### src/rtl/bsc_ompss_hwcounter_reader.sv
// AXI4-Lite read initiator returning a coherent 64-bit timestamp from a LO/HI counter
// register pair, using a hi/lo/hi read sequence with a bounded number of retries.
module bsc_ompss_hwcounter_reader #(
  parameter int                            C_M_AXI_ADDR_WIDTH  = 32,
  parameter int                            C_M_AXI_DATA_WIDTH  = 32,
  parameter logic [C_M_AXI_ADDR_WIDTH-1:0] C_COUNTER_BASE_ADDR = '0,
  parameter int                            C_MAX_RETRIES       = 3
) (
  input  logic                            m_axi_aclk,
  input  logic                            m_axi_areset,
  input  logic                            req_valid,
  output logic                            req_ready,
  output logic                            ts_valid,
  input  logic                            ts_ready,
  output logic [2*C_M_AXI_DATA_WIDTH-1:0] ts_data,
  output logic                            ts_error,
  output logic [C_M_AXI_ADDR_WIDTH-1:0]   m_axi_araddr,
  output logic [2:0]                      m_axi_arprot,
  output logic                            m_axi_arvalid,
  input  logic                            m_axi_arready,
  input  logic [C_M_AXI_DATA_WIDTH-1:0]   m_axi_rdata,
  input  logic [1:0]                      m_axi_rresp,
  input  logic                            m_axi_rvalid,
  output logic                            m_axi_rready
);
  localparam int                            DW          = C_M_AXI_DATA_WIDTH;
  localparam logic [C_M_AXI_ADDR_WIDTH-1:0] LO_ADDR     = C_COUNTER_BASE_ADDR;
  localparam logic [C_M_AXI_ADDR_WIDTH-1:0] HI_ADDR     = C_COUNTER_BASE_ADDR + C_M_AXI_ADDR_WIDTH'(4);
  localparam logic [3:0]                    MAX_RETRIES = 4'(C_MAX_RETRIES);

  typedef enum logic [2:0] {
    S_IDLE, S_AR_HI1, S_R_HI1, S_AR_LO, S_R_LO, S_AR_HI2, S_R_HI2, S_DONE
  } state_t;

  state_t                          r_state;
  logic                            r_req_ready;
  logic                            r_ts_valid;
  logic [2*DW-1:0]                 r_ts_data;
  logic                            r_ts_error;
  logic [C_M_AXI_ADDR_WIDTH-1:0]   r_araddr;
  logic                            r_arvalid;
  logic                            r_rready;
  logic [3:0]                      r_retries;
  logic [DW-1:0]                   r_hi1;
  logic [DW-1:0]                   r_lo;

  logic w_r_hs;
  logic w_r_err;

  assign w_r_hs  = m_axi_rvalid & r_rready;
  assign w_r_err = (m_axi_rresp != 2'b00);

  assign req_ready     = r_req_ready;
  assign ts_valid      = r_ts_valid;
  assign ts_data       = r_ts_data;
  assign ts_error      = r_ts_error;
  assign m_axi_araddr  = r_araddr;
  assign m_axi_arprot  = 3'b000;
  assign m_axi_arvalid = r_arvalid;
  assign m_axi_rready  = r_rready;

  always_ff @(posedge m_axi_aclk) begin
    if (m_axi_areset) begin
      r_state     <= S_IDLE;
      r_req_ready <= 1'b1;
      r_ts_valid  <= 1'b0;
      r_ts_data   <= '0;
      r_ts_error  <= 1'b0;
      r_araddr    <= '0;
      r_arvalid   <= 1'b0;
      r_rready    <= 1'b0;
      r_retries   <= '0;
    end else begin
      case (r_state)
        S_IDLE: if (req_valid) begin
          r_state     <= S_AR_HI1;
          r_req_ready <= 1'b0;
          r_retries   <= '0;
          r_arvalid   <= 1'b1;
          r_araddr    <= HI_ADDR;
        end
        S_AR_HI1: if (m_axi_arready) begin
          r_state <= S_R_HI1; r_arvalid <= 1'b0; r_rready <= 1'b1;
        end
        S_AR_LO: if (m_axi_arready) begin
          r_state <= S_R_LO; r_arvalid <= 1'b0; r_rready <= 1'b1;
        end
        S_AR_HI2: if (m_axi_arready) begin
          r_state <= S_R_HI2; r_arvalid <= 1'b0; r_rready <= 1'b1;
        end
        // Any error response abandons the remaining reads
        S_R_HI1, S_R_LO: if (w_r_hs) begin
          r_rready <= 1'b0;
          if (w_r_err) begin
            r_state <= S_DONE; r_ts_valid <= 1'b1; r_ts_data <= '0; r_ts_error <= 1'b1;
          end else begin
            if (r_state == S_R_HI1) begin
              r_hi1    <= m_axi_rdata;
              r_araddr <= LO_ADDR;
              r_state  <= S_AR_LO;
            end else begin
              r_lo     <= m_axi_rdata;
              r_araddr <= HI_ADDR;
              r_state  <= S_AR_HI2;
            end
            r_arvalid <= 1'b1;
          end
        end
        // On a HI mismatch the second HI becomes the new reference, so only LO is re-read
        S_R_HI2: if (w_r_hs) begin
          r_rready <= 1'b0;
          if (w_r_err) begin
            r_state <= S_DONE; r_ts_valid <= 1'b1; r_ts_data <= '0; r_ts_error <= 1'b1;
          end else if (m_axi_rdata == r_hi1) begin
            r_state <= S_DONE; r_ts_valid <= 1'b1; r_ts_data <= {r_hi1, r_lo}; r_ts_error <= 1'b0;
          end else if (r_retries < MAX_RETRIES) begin
            r_retries <= r_retries + 4'd1;
            r_hi1     <= m_axi_rdata;
            r_araddr  <= LO_ADDR;
            r_arvalid <= 1'b1;
            r_state   <= S_AR_LO;
          end else begin
            r_state    <= S_DONE;
            r_ts_valid <= 1'b1;
            r_ts_data  <= {m_axi_rdata, {DW{1'b0}}};
            r_ts_error <= 1'b1;
          end
        end
        S_DONE: if (ts_ready) begin
          r_state     <= S_IDLE;
          r_ts_valid  <= 1'b0;
          r_req_ready <= 1'b1;
        end
        default: r_state <= S_IDLE;
      endcase
    end
  end
endmodule

### config.mk
export PLATFORM = sky130hd
export DESIGN_NAME = bsc_ompss_hwcounter_reader
export DESIGN_NICKNAME = d
export VERILOG_FILES = /design/src/rtl/bsc_ompss_hwcounter_reader.sv
export SDC_FILE = /design/constraint.sdc
export NUM_CORES = 1
export LEC_CHECK = 0
export ABC_AREA = 1
export ABC_CLOCK_PERIOD_IN_PS = 6100
export CORE_MARGIN = 3
export CORE_UTILIZATION = 45
export CTS_CLUSTER_SIZE = 20
export DETAILED_ROUTE_END_ITERATION = 7
export PLACE_DENSITY = 0.72
export SKIP_LAST_GASP = 1
export SYNTH_ARGS = -nofsm -noshare
export SYNTH_HDL_FRONTEND = slang
export SYNTH_SLANG_ARGS = --single-unit
### constraint.sdc
create_clock -name m_axi_aclk -period 6.1 [get_ports m_axi_aclk]
set_clock_uncertainty 0.1 [all_clocks]
set_input_delay 1.22 -clock m_axi_aclk [delete_from_list [all_inputs] [get_ports m_axi_aclk]]
set_output_delay 1.22 -clock m_axi_aclk [all_outputs]
set_load 0.01 [all_outputs]
==> run metrics, run 1 <==
Setup CP Type=primary input to register; clock-pin slew of the registers on the worst-case setup and hold paths=around 0.06 ns; CTS root buf=clkbuf_16; per-cell routed wire length=12.7 um; ratio of cells with drive above 1 in the final layout=around 4.9%; drt first pass iters=4; WHS=about 0.34 ns; final hold violations=0; Seq/Total Area, Yosys=51.9%; Antenna Cells=0; Cells after Synth=867; most frequent cells in the layout=nand2_1, nor2_1, inv_1, clkdlybuf4s50_1, dfxtp_1; Worst EP required=approximately 6.3 ns; Cell Chain, Critical Path=clkdlybuf4s50_1, xnor2_1, nand2_1, nor2_1, nand2_1, nor2_2, nand2_1, nand3_4, nand3_4, nor2_1, nor2_1; grt total ovfl=0; Cell Rows=43; max_slew headroom=roughly a quarter; clk_lat worst skew=between 0.4 and 0.5 ns; Post-DRT Antenna Nets=0; Crit Reg-Reg Startpoint=r_hi1[9]$_DFFE_PP_; TritonCTS Buffers=17; Sink Count=about 140; Worst R2R Setup Slack=a little under 3 ns; worst-case clock buffer depth=2; Initial Utilization=47.0%; Resize count post-CTS=0; RSZ-0062 raised after global routing=false; number of global-route vias before repair=between 4k and 5k; DRT iter0 DRCs=327; crit-path max cell delay=~0.88 ns; Max-cap violations=0; synthesized flop and latch total=between 100 and 150; PortBufs=109; final-report max-slew violation count=0; pwr/cell area=492 mW/mm2; hold_buf cts=0; crit end category=register; Worst path depth=11; die area=about 0.016 mm2; Pwr Total=0.00409 W; Startpoint Class=primary input; total wire length=between 10000 and 15000 um; Core Area=between 0.01 and 0.015 mm2; DP HPWL=roughly 9700 um; Cell variety after synth=32; first-pass GRT wire length=24000 um; initial antenna violation count=0; final worst-path cycle share=about two thirds; syn_area_per_cell=roughly 7.7 um2; commonest non-fill, non-tap cell in the layout=nand2_1; Final setup viols=0; CTS tree=done; Synth Warn #=0; Slew @ Worst Pin=roughly 1.1 ns; Setup crit start=m_axi_rdata[10]; DR vias=roughly 5.2k; minimum clock period=slightly above 4 ns; worst reg2reg endpoint=ts_data[27]$_SDFFE_PP0P_; sum of negative setup slack=0 ns; crit path max fanout=between 100 and 150; Final nets=1007; Die Width=between 100 and 150 um; status=completed; Worst Path Buf+Inv=1; slowest CP cell=nand3_4; R2R cell count=12; Arr. time, crit path=approximately 4.3 ns; IO Pins=144; achievable frequency=around 240 MHz; Final Util=just under 60%; DRC=0; critical path's top delay family=simple AND/OR/NAND/NOR gates; Leakage=~3.8 nW; vias per cell=~4.4; largest net degree at the start of global routing=108; GP Congestion=approximately 0.84; crit path to=ts_data[27]$_SDFFE_PP0P_; H-tree levels=4; HP Class=register to register; GRT Overall Usage=18.5%; die height=approximately 130 um; Max VDD drop=roughly 0.32 mV; # Post-CTS Setup Buffers=0; synthesized area=about 0.0067 mm2; area grow syn2layout=24.7%
[metrics by stage]
step / cell area [um2] / std cells / setup slack (ns)
finish: 8320 / 1159 / 1.98
global route: 8320 / 1159 / 1.58
CTS: 8320 / 1159 / 1.97
detailed placement: 7740 / 1127 / 1.62
global placement: 7740 / 1127 / 1.72
floorplan: 6800 / 900 / 0.484
[per-layer routing]
layer | track usage (%) | routed length [um] | up-vias
met5 | 0 | 0 | -
met4 | 6.18 | 187 | 0
met3 | 5.75 | 1080 | 17
met2 | 28.3 | 6630 | 165
met1 | 25.0 | 6780 | 2242
li1 | - | - | 2731
[worst register-to-register path, cell delays in order (launching register included)]
cell and delay (ns):
edfxtp_1 0.38, inv_1 0.06, nand2_1 0.04, nand2_1 0.07
nand2_1 0.06, nor2_1 0.16, nand2_1 0.08, nor2_2 0.21
nand2_1 0.16, nand3_4 0.26, nand3_4 0.88, nor2_1 0.46
nor2_1 0.10
[report_power, final]
part | switching (W) | internal [W] | total (W) | leakage (nW)
clock | 0.000388 | 0.000635 | 0.00102 | 0.284
sequential | 0.000160 | 0.00126 | 0.00142 | 1.20
combinational | 0.000887 | 0.000759 | 0.00165 | 2.36
total | 0.00144 | 0.00266 | 0.00409 | 3.85
[cell families after synthesis]
| kind of cell | Yosys count | share of synthesized area, % |
|---|---|---|
| compound gates | 17 | 1.44 |
| simple gates | 464 | 28.4 |
| fa+ha+maj | 1 | 0.187 |
| flops | 141 | 51.9 |
| buf+inv | 221 | 15.1 |
| other cells | 1 | 0.0562 |
| xor+xnor | 22 | 2.89 |
[flip-flops by register name, summed over array words and instances (netlist names)]
name,cells
m_axi_araddr,1
m_axi_arvalid,1
m_axi_rready,1
r_hi1,32
r_lo,32
r_retries,4
r_state,3
req_ready,1
ts_data,64
ts_error,1
ts_valid,1
[how the worst min path moves through the flow]
stage / startpoint / end / slack, ns / cells past startpoint
global placement: r_retries[2]$_SDFFE_PP0P_ / r_retries[2]$_SDFFE_PP0P_ / 0.33 / 2
global route: ts_valid$_SDFFE_PP0P_ / ts_valid$_SDFFE_PP0P_ / 0.37 / 2
detailed placement: r_retries[3]$_SDFFE_PP0P_ / r_retries[3]$_SDFFE_PP0P_ / 0.33 / 2
floorplan: r_retries[3]$_SDFFE_PP0P_ / r_retries[3]$_SDFFE_PP0P_ / 0.32 / 2
finish: r_retries[2]$_SDFFE_PP0P_ / r_retries[2]$_SDFFE_PP0P_ / 0.34 / 2
CTS: r_retries[2]$_SDFFE_PP0P_ / r_retries[2]$_SDFFE_PP0P_ / 0.34 / 2
[cells in the mapped netlist, drive strengths merged]
cell / count / share of area (%)
ha: 1 / 0.19
nor3: 3 / 0.22
edfxtp: 64 / 29
o21ai: 3 / 0.22
xnor2: 22 / 2.9
dfxtp: 77 / 23
a21oi: 11 / 0.88
nand4: 29 / 2.7
nand3: 8 / 0.98
buf: 56 / 5.8
nand2: 242 / 14
nand3b: 1 / 0.11
nor2: 177 / 10
conb: 1 / 0.056
clkbuf: 11 / 0.62
or2: 2 / 0.19
a31oi: 1 / 0.094
nor4: 1 / 0.094
and3: 1 / 0.094
a211oi: 1 / 0.11
inv: 154 / 8.7
a211o: 1 / 0.13
[final cells by class]
| type | count | area (um2) |
|---|---|---|
| inverters | 154 | 578 |
| flip-flops and latches | 141 | 3460 |
| repair buffers | 114 | 1130 |
| multi-input cells | 538 | 2340 |
| clock inverters | 14 | 151 |
| well taps | 180 | 225 |
| clock buffers | 18 | 429 |
| fillers | 1297 | 5880 |
Note: power is estimated with default switching activity, not from simulation.
==> run 2: changes to the inputs <==
--- a/config.mk
+++ b/config.mk
@@ -6,12 +6,12 @@
 export NUM_CORES = 1
 export LEC_CHECK = 0
 export ABC_AREA = 1
-export ABC_CLOCK_PERIOD_IN_PS = 6100
+export ABC_CLOCK_PERIOD_IN_PS = 3600
 export CORE_MARGIN = 3
 export CORE_UTILIZATION = 45
 export CTS_CLUSTER_SIZE = 20
 export DETAILED_ROUTE_END_ITERATION = 7
-export PLACE_DENSITY = 0.72
+export PLACE_DENSITY = 0.75
 export SKIP_LAST_GASP = 1
 export SYNTH_ARGS = -nofsm -noshare
 export SYNTH_HDL_FRONTEND = slang
==> constraint.sdc (replaced) <==
create_clock -name m_axi_aclk -period 3.6 [get_ports m_axi_aclk]
set_clock_uncertainty 0.1 [all_clocks]
set_input_delay 0.72 -clock m_axi_aclk [delete_from_list [all_inputs] [get_ports m_axi_aclk]]
set_output_delay 0.72 -clock m_axi_aclk [all_outputs]
set_load 0.01 [all_outputs]
==> run 2 against run 1 <==
Net effect:
- setup slack worse by 1.3 ns
- utilization up 0.88 points
- clock power up 71%
- flip-flop and latch count unchanged
- hold slack better by 0.0075 ns
- sequential power up 69%
- non-clock buffer count up 14
- die area unchanged
- clock-buffer cell count down 1
- final area up 1.5%
- wire length up 5.2%
- critical endpoint is now r_hi1[8]$_DFFE_PP_
==> run metrics, run 2 (synthesis gave the netlist of run 1 again) <==
status=completed (unchanged); total wire length=15400 um (was 14700 um); minimum clock period=between 2 and 3 ns; GP Congestion=0.905 (was 0.843); vias per cell=4.54 (was 4.45); first-pass GRT wire length=25300 um (was 24000 um); grt total ovfl=0 (unchanged); achievable frequency=around 340 MHz; GRT Overall Usage=19.6% (was 18.5%); final worst-path cycle share=80.6%; # Post-CTS Setup Buffers=0 (unchanged); Initial Utilization=47.0% (unchanged); clock network fraction of total power=25.0% (about the same); RSZ-0062 raised after global routing=false (unchanged); final instance area=0.00845 mm2 (was 0.00832 mm2); worst-case clock buffer depth=2 (unchanged); number of global-route vias before repair=5058 (was 4864); Arr. time, crit path=2.84 ns (was 4.32 ns); crit path max fanout=32 (was 107); ratio of cells with drive above 1 in the final layout=6.55% (was 4.90%); Crit Reg-Reg Startpoint=r_retries[0]$_SDFFE_PP0P_ (was r_hi1[9]$_DFFE_PP_); IO Pins=144 (unchanged); Slew @ Worst Pin=1.06 ns (was 1.12 ns); CTS root buf=clkbuf_16 (unchanged); DP HPWL=10300 um (was 9660 um); Logic pwr share=40.4% (was 40.2%); Cell Rows=43 (unchanged); layout filler cell count=1275 (was 1297); DR vias=5330 (was 5155); Die Width=128 um (unchanged); DRT iter0 DRCs=285 (was 327); Setup CP Type=primary input to register (unchanged); Leakage=3.91 nW (was 3.85 nW); most frequent cells in the layout=nand2_1, nor2_1, inv_1, clkdlybuf4s50_1, dfxtp_1 (unchanged); Reg power frac=34.5% (was 34.8%); switching share of total power=36.1% (was 35.1%); DRC=0 (unchanged); Max-cap violations=0 (unchanged); H-tree levels=4 (unchanged); clock-pin slew of the registers on the worst-case setup and hold paths=0.06 ns (about the same); final-report max-slew violation count=0 (unchanged); Pwr Total=0.00696 W (was 0.00409 W); HP Class=register to register (unchanged); sum of negative setup slack=0 ns (unchanged); Final nets=1021 (was 1007); Switch Pwr=0.00252 W (was 0.00144 W); Post-DRT Antenna Nets=0 (unchanged); area grow syn2layout=26.6% (was 24.7%); largest net degree at the start of global routing=74 (was 108); Int Power=0.00445 W (was 0.00266 W); multi-input logic area=0.00235 mm2 (was 0.00234 mm2); pwr/cell area=824 mW/mm2 (was 492 mW/mm2); worst setup margin=0.700 ns (was 1.98 ns); Startpoint Class=primary input (unchanged); final hold violations=0 (unchanged); commonest non-fill, non-tap cell in the layout=nand2_1 (unchanged); TritonCTS Buffers=17 (unchanged); register area=0.00346 mm2 (unchanged); Antenna Cells=0 (unchanged); Final setup viols=0 (unchanged); Resize count post-CTS=0 (unchanged); clk_lat worst skew=0.42 ns (about the same); die height=128 um (unchanged); Worst EP required=3.54 ns (was 6.29 ns); per-cell routed wire length=13.2 um (was 12.7 um); hold_buf cts=0 (unchanged); pre-CTS WS=0.229 ns (was 1.62 ns); initial antenna violation count=0 (unchanged); Worst Hold Launch=r_retries[3]$_SDFFE_PP0P_ (was r_retries[2]$_SDFFE_PP0P_); Largest register FFs=64 (unchanged); PortBufs=109 (unchanged); Core Area=0.0142 mm2 (unchanged); drt first pass iters=5 (was 4); Setup crit start=m_axi_rdata[9] (was m_axi_rdata[10]); Post-DP Area=0.00785 mm2 (was 0.00774 mm2); Max VDD drop=0.461 mV (was 0.318 mV); Sink Count=141 (unchanged); die area=0.0163 mm2 (unchanged); max_slew headroom=29.0% (was 25.2%); Final Util=59.5% (was 58.6%); crit end category=register (unchanged); CTS tree=done (unchanged)
[run 2: cell count changes in the layout (fill, tap and decap cells not counted), sizes merged]
cell	delta
inv	+3
clkinv	-4
clkinvlp	+3
buf	+14
clkbuf	-1
bufinv	-1
[run 2: path summary, 6_finish.rpt]
kind / endpoint / slack (ns) / depth (start not counted)
worst max-delay path: r_hi1[8]$_DFFE_PP_ / 0.70 / 11
worst min-delay path: r_retries[3]$_SDFFE_PP0P_ / 0.35 / 2
worst max register to register: r_hi1[8]$_DFFE_PP_ / 1.19 / 4
worst min register to register: r_retries[3]$_SDFFE_PP0P_ / 0.35 / 2
[run 2: final cells by class]
type | instances | area share [%]
tap | 180 | 2.67
clock inverter | 15 | 1.97
sequential | 141 | 41.0
clock buffer | 17 | 5.04
timing repair buffer | 128 | 14.6
multi-input combinational | 538 | 27.9
inverter | 154 | 6.84
[run 2: per-layer routing]
layer / vias up / track usage [%] / wire length (um)
met5: - / 0 / 0
met4: 0 / 6.30 / 156
met3: 16 / 4.71 / 918
met2: 167 / 31.4 / 7320
met1: 2381 / 26.3 / 7040
li1: 2766 / - / -
[run 2: worst max-delay path, cell delays in order]
cell and delay, ns:
clkdlybuf4s50_1 0.55, inv_1 0.09, nand2_1 0.07, nand2_1 0.05, nand2_1 0.07, nor2_1 0.07, nand2_1 0.07, nor2_2 0.05
nand2_1 0.12, nand2_1 0.12, a21oi_4 0.86
[run 2: metrics by stage]
step           hold WS, ns  std cells
4_1_cts              0.347       1173
5_1_grt              0.357       1173
3_3_place_gp         0.329       1141
3_5_place_dp         0.338       1141
6_report             0.348       1173
2_1_floorplan        0.319        900
[run 2: power by group through the flow]
stage               clock (W)  combinational [W]  sequential (W)
floorplan                   0            0.00158         0.00257
CTS                   0.00178            0.00284         0.00241
detailed placement          0            0.00281         0.00243
global route          0.00185            0.00318         0.00246
global placement            0            0.00277         0.00242
finish                0.00174            0.00282         0.00240
==> run 3: changes to the inputs <==
--- a/config.mk
+++ b/config.mk
@@ -6,12 +6,12 @@
 export NUM_CORES = 1
 export LEC_CHECK = 0
 export ABC_AREA = 1
-export ABC_CLOCK_PERIOD_IN_PS = 3600
+export ABC_CLOCK_PERIOD_IN_PS = 2900
 export CORE_MARGIN = 3
 export CORE_UTILIZATION = 45
 export CTS_CLUSTER_SIZE = 20
 export DETAILED_ROUTE_END_ITERATION = 7
-export PLACE_DENSITY = 0.75
+export PLACE_DENSITY = 0.72
 export SKIP_LAST_GASP = 1
 export SYNTH_ARGS = -nofsm -noshare
 export SYNTH_HDL_FRONTEND = slang
==> constraint.sdc (replaced) <==
create_clock -name m_axi_aclk -period 2.9 [get_ports m_axi_aclk]
set_clock_uncertainty 0.1 [all_clocks]
set_input_delay 0.58 -clock m_axi_aclk [delete_from_list [all_inputs] [get_ports m_axi_aclk]]
set_output_delay 0.58 -clock m_axi_aclk [all_outputs]
set_load 0.01 [all_outputs]
==> run 3 against run 2 <==
Net effect:
- global-route usage fell by 0.56 points
- total power rose by 28%
- hold slack got worse by 0.0030 ns
==> run metrics, run 3 (synthesis gave the netlist of run 1 again) <==
crit path max fanout=65 (was 32); RSZ-0062 raised after global routing=false (unchanged); Sink Count=141 (unchanged); total wire length=15300 um (was 15400 um); register area=0.00346 mm2 (unchanged); H-tree levels=4 (unchanged); Placed Cells=1151 (was 1141); most frequent CP cell=nand2_1 (unchanged); most frequent cells in the layout=nand2_1, nor2_1, inv_1, clkdlybuf4s50_1, dfxtp_1 (unchanged); DRT iter0 DRCs=325 (was 285); Cell Rows=43 (unchanged); multi-input logic area=0.00235 mm2 (unchanged); DP HPWL=10700 um (was 10300 um); layout filler cell count=1247 (was 1275); PortBufs=109 (unchanged); Largest register FFs=64 (unchanged); vias per cell=4.56 (was 4.54); number of global-route vias before repair=4947 (was 5058); Resize count post-CTS=0 (unchanged); die area=0.0163 mm2 (unchanged); worst-case clock buffer depth=2 (unchanged); pwr/cell area=1030 mW/mm2 (was 824 mW/mm2); top sig layer=met4 (unchanged); GRT Overall Usage=19.1% (was 19.6%); worst setup margin=0.484 ns (was 0.700 ns); routed wl met2=7330 um (was 7320 um); clk_lat worst skew=0.42 ns (about the same); HP Class=register to register (unchanged); TritonCTS Buffers=17 (unchanged); commonest non-fill, non-tap cell in the layout=nand2_1 (unchanged); Startpoint Class=primary input (unchanged); Cell Chain, Critical Path=clkdlybuf4s50_1, xnor2_1, nand2_1, nor2_1, nand2_1, nor2_2, nand2_1, nand3_4, nand3_4, buf_12, nand2_1, nand2_1, nor2_1 (was clkdlybuf4s50_1, inv_1, nand2_1, nand2_1, nand2_1, nor2_1, nand2_1, nor2_2, nand2_1, nand2_1, a21oi_4); CTS root buf=clkbuf_16 (unchanged); Core Area=0.0142 mm2 (unchanged); grt total ovfl=0 (unchanged); achievable frequency=414 MHz; Die Width=128 um (unchanged); area grow syn2layout=29.0% (was 26.6%); Worst EP required=3.15 ns (was 3.54 ns); IO Pins=144 (unchanged); # Post-CTS Setup Buffers=0 (unchanged); clock-pin slew of the registers on the worst-case setup and hold paths=0.05 ns (was 0.06 ns); Slew @ Worst Pin=0.543 ns (was 1.06 ns); minimum clock period=around 2.4 ns; drt first pass iters=5 (unchanged); first-pass GRT wire length=24500 um (was 25300 um); Arr. time, crit path=2.67 ns (was 2.84 ns); Max-cap violations=0 (unchanged); Max VDD drop=0.536 mV (was 0.461 mV); DRC=0 (unchanged); DR vias=5389 (was 5330); final-report max-slew violation count=0 (unchanged); crit-path max cell delay=0.61 ns (was 0.86 ns); initial antenna violation count=0 (unchanged); final non-filler cell total=1183 (was 1173); Initial Utilization=47.0% (unchanged); ratio of cells with drive above 1 in the final layout=7.28% (was 6.55%); Final setup viols=0 (unchanged); per-cell routed wire length=13.0 um (was 13.2 um); largest net degree at the start of global routing=66 (was 74); Setup CP Type=primary input to register (unchanged); GP Congestion=0.829 (was 0.905); final hold violations=0 (unchanged); die height=128 um (unchanged); M1 WL=6980 um (was 7040 um); max_slew headroom=63.5% (was 29.0%); pre-CTS WS=0.0489 ns (was 0.229 ns); final worst-path cycle share=a little over four fifths; status=completed (unchanged); hold_buf cts=0 (unchanged); Leakage=4.02 nW (was 3.91 nW); crit end category=register (unchanged); slowest CP cell=clkdlybuf4s50_1 (was a21oi_4); sum of negative setup slack=0 ns (unchanged); Post-DRT Antenna Nets=0 (unchanged); CTS tree=done (unchanged); Antenna Cells=0 (unchanged); Final nets=1031 (was 1021); WL met3=819 um (was 918 um)
run 3: where the power goes:
| group | internal (W) | switching, W |
|---|---|---|
| registers | 0.00266 | 0.000320 |
| clock network | 0.00156 | 0.000780 |
| logic | 0.00163 | 0.00193 |
| total | 0.00585 | 0.00303 |
run 3: through the flow:
| step | cell area (um2) | hold slack [ns] | util, % | power (W) |
|---|---|---|---|---|
| global route | 8610 | 0.350 | 60.6 | 0.00951 |
| finish | 8610 | 0.345 | 60.6 | 0.00888 |
| floorplan | 6820 | 0.319 | - | 0.00515 |
| detailed placement | 7950 | 0.335 | 56.0 | 0.00657 |
| global placement | 7950 | 0.330 | 56.0 | 0.00650 |
| CTS | 8610 | 0.342 | 60.6 | 0.00896 |
run 3: critical path: cells and delay by family:
family / cells / cell delay (ns)
and+or+nand+nor: 10 / 1.09
xor gates and xnor gates: 1 / 0.15
buffers and inverters: 2 / 0.82
run 3: path summary, 6_finish.rpt:
check                       startpoint                        end  slack, ns  cells past startpoint
max                     m_axi_rdata[2]   ts_data[17]$_SDFFE_PP0P_       0.48                     13
min          r_retries[3]$_SDFFE_PP0P_  r_retries[3]$_SDFFE_PP0P_       0.35                      2
max reg2reg    r_state[2]$_SDFFE_PP0P_    ts_data[9]$_SDFFE_PP0P_       0.65                     10
min reg2reg  r_retries[3]$_SDFFE_PP0P_  r_retries[3]$_SDFFE_PP0P_       0.35                      2
run 3: cell type report:
class | instances | area share, %
clock buffers | 28 | 6.47
clock inverters | 4 | 1.10
inverters | 154 | 6.72
multi-input cells | 538 | 27.3
flip-flops and latches | 141 | 40.2
well taps | 180 | 2.62
repair buffers | 138 | 15.5
run 3: routing by layer:
layer  track usage [%]  vias to the layer above
li1                  -                     2770
met1              25.6                     2420
met2              30.5                      182
met3              3.79                       17
met4              7.05                        0
met5                 0                        -
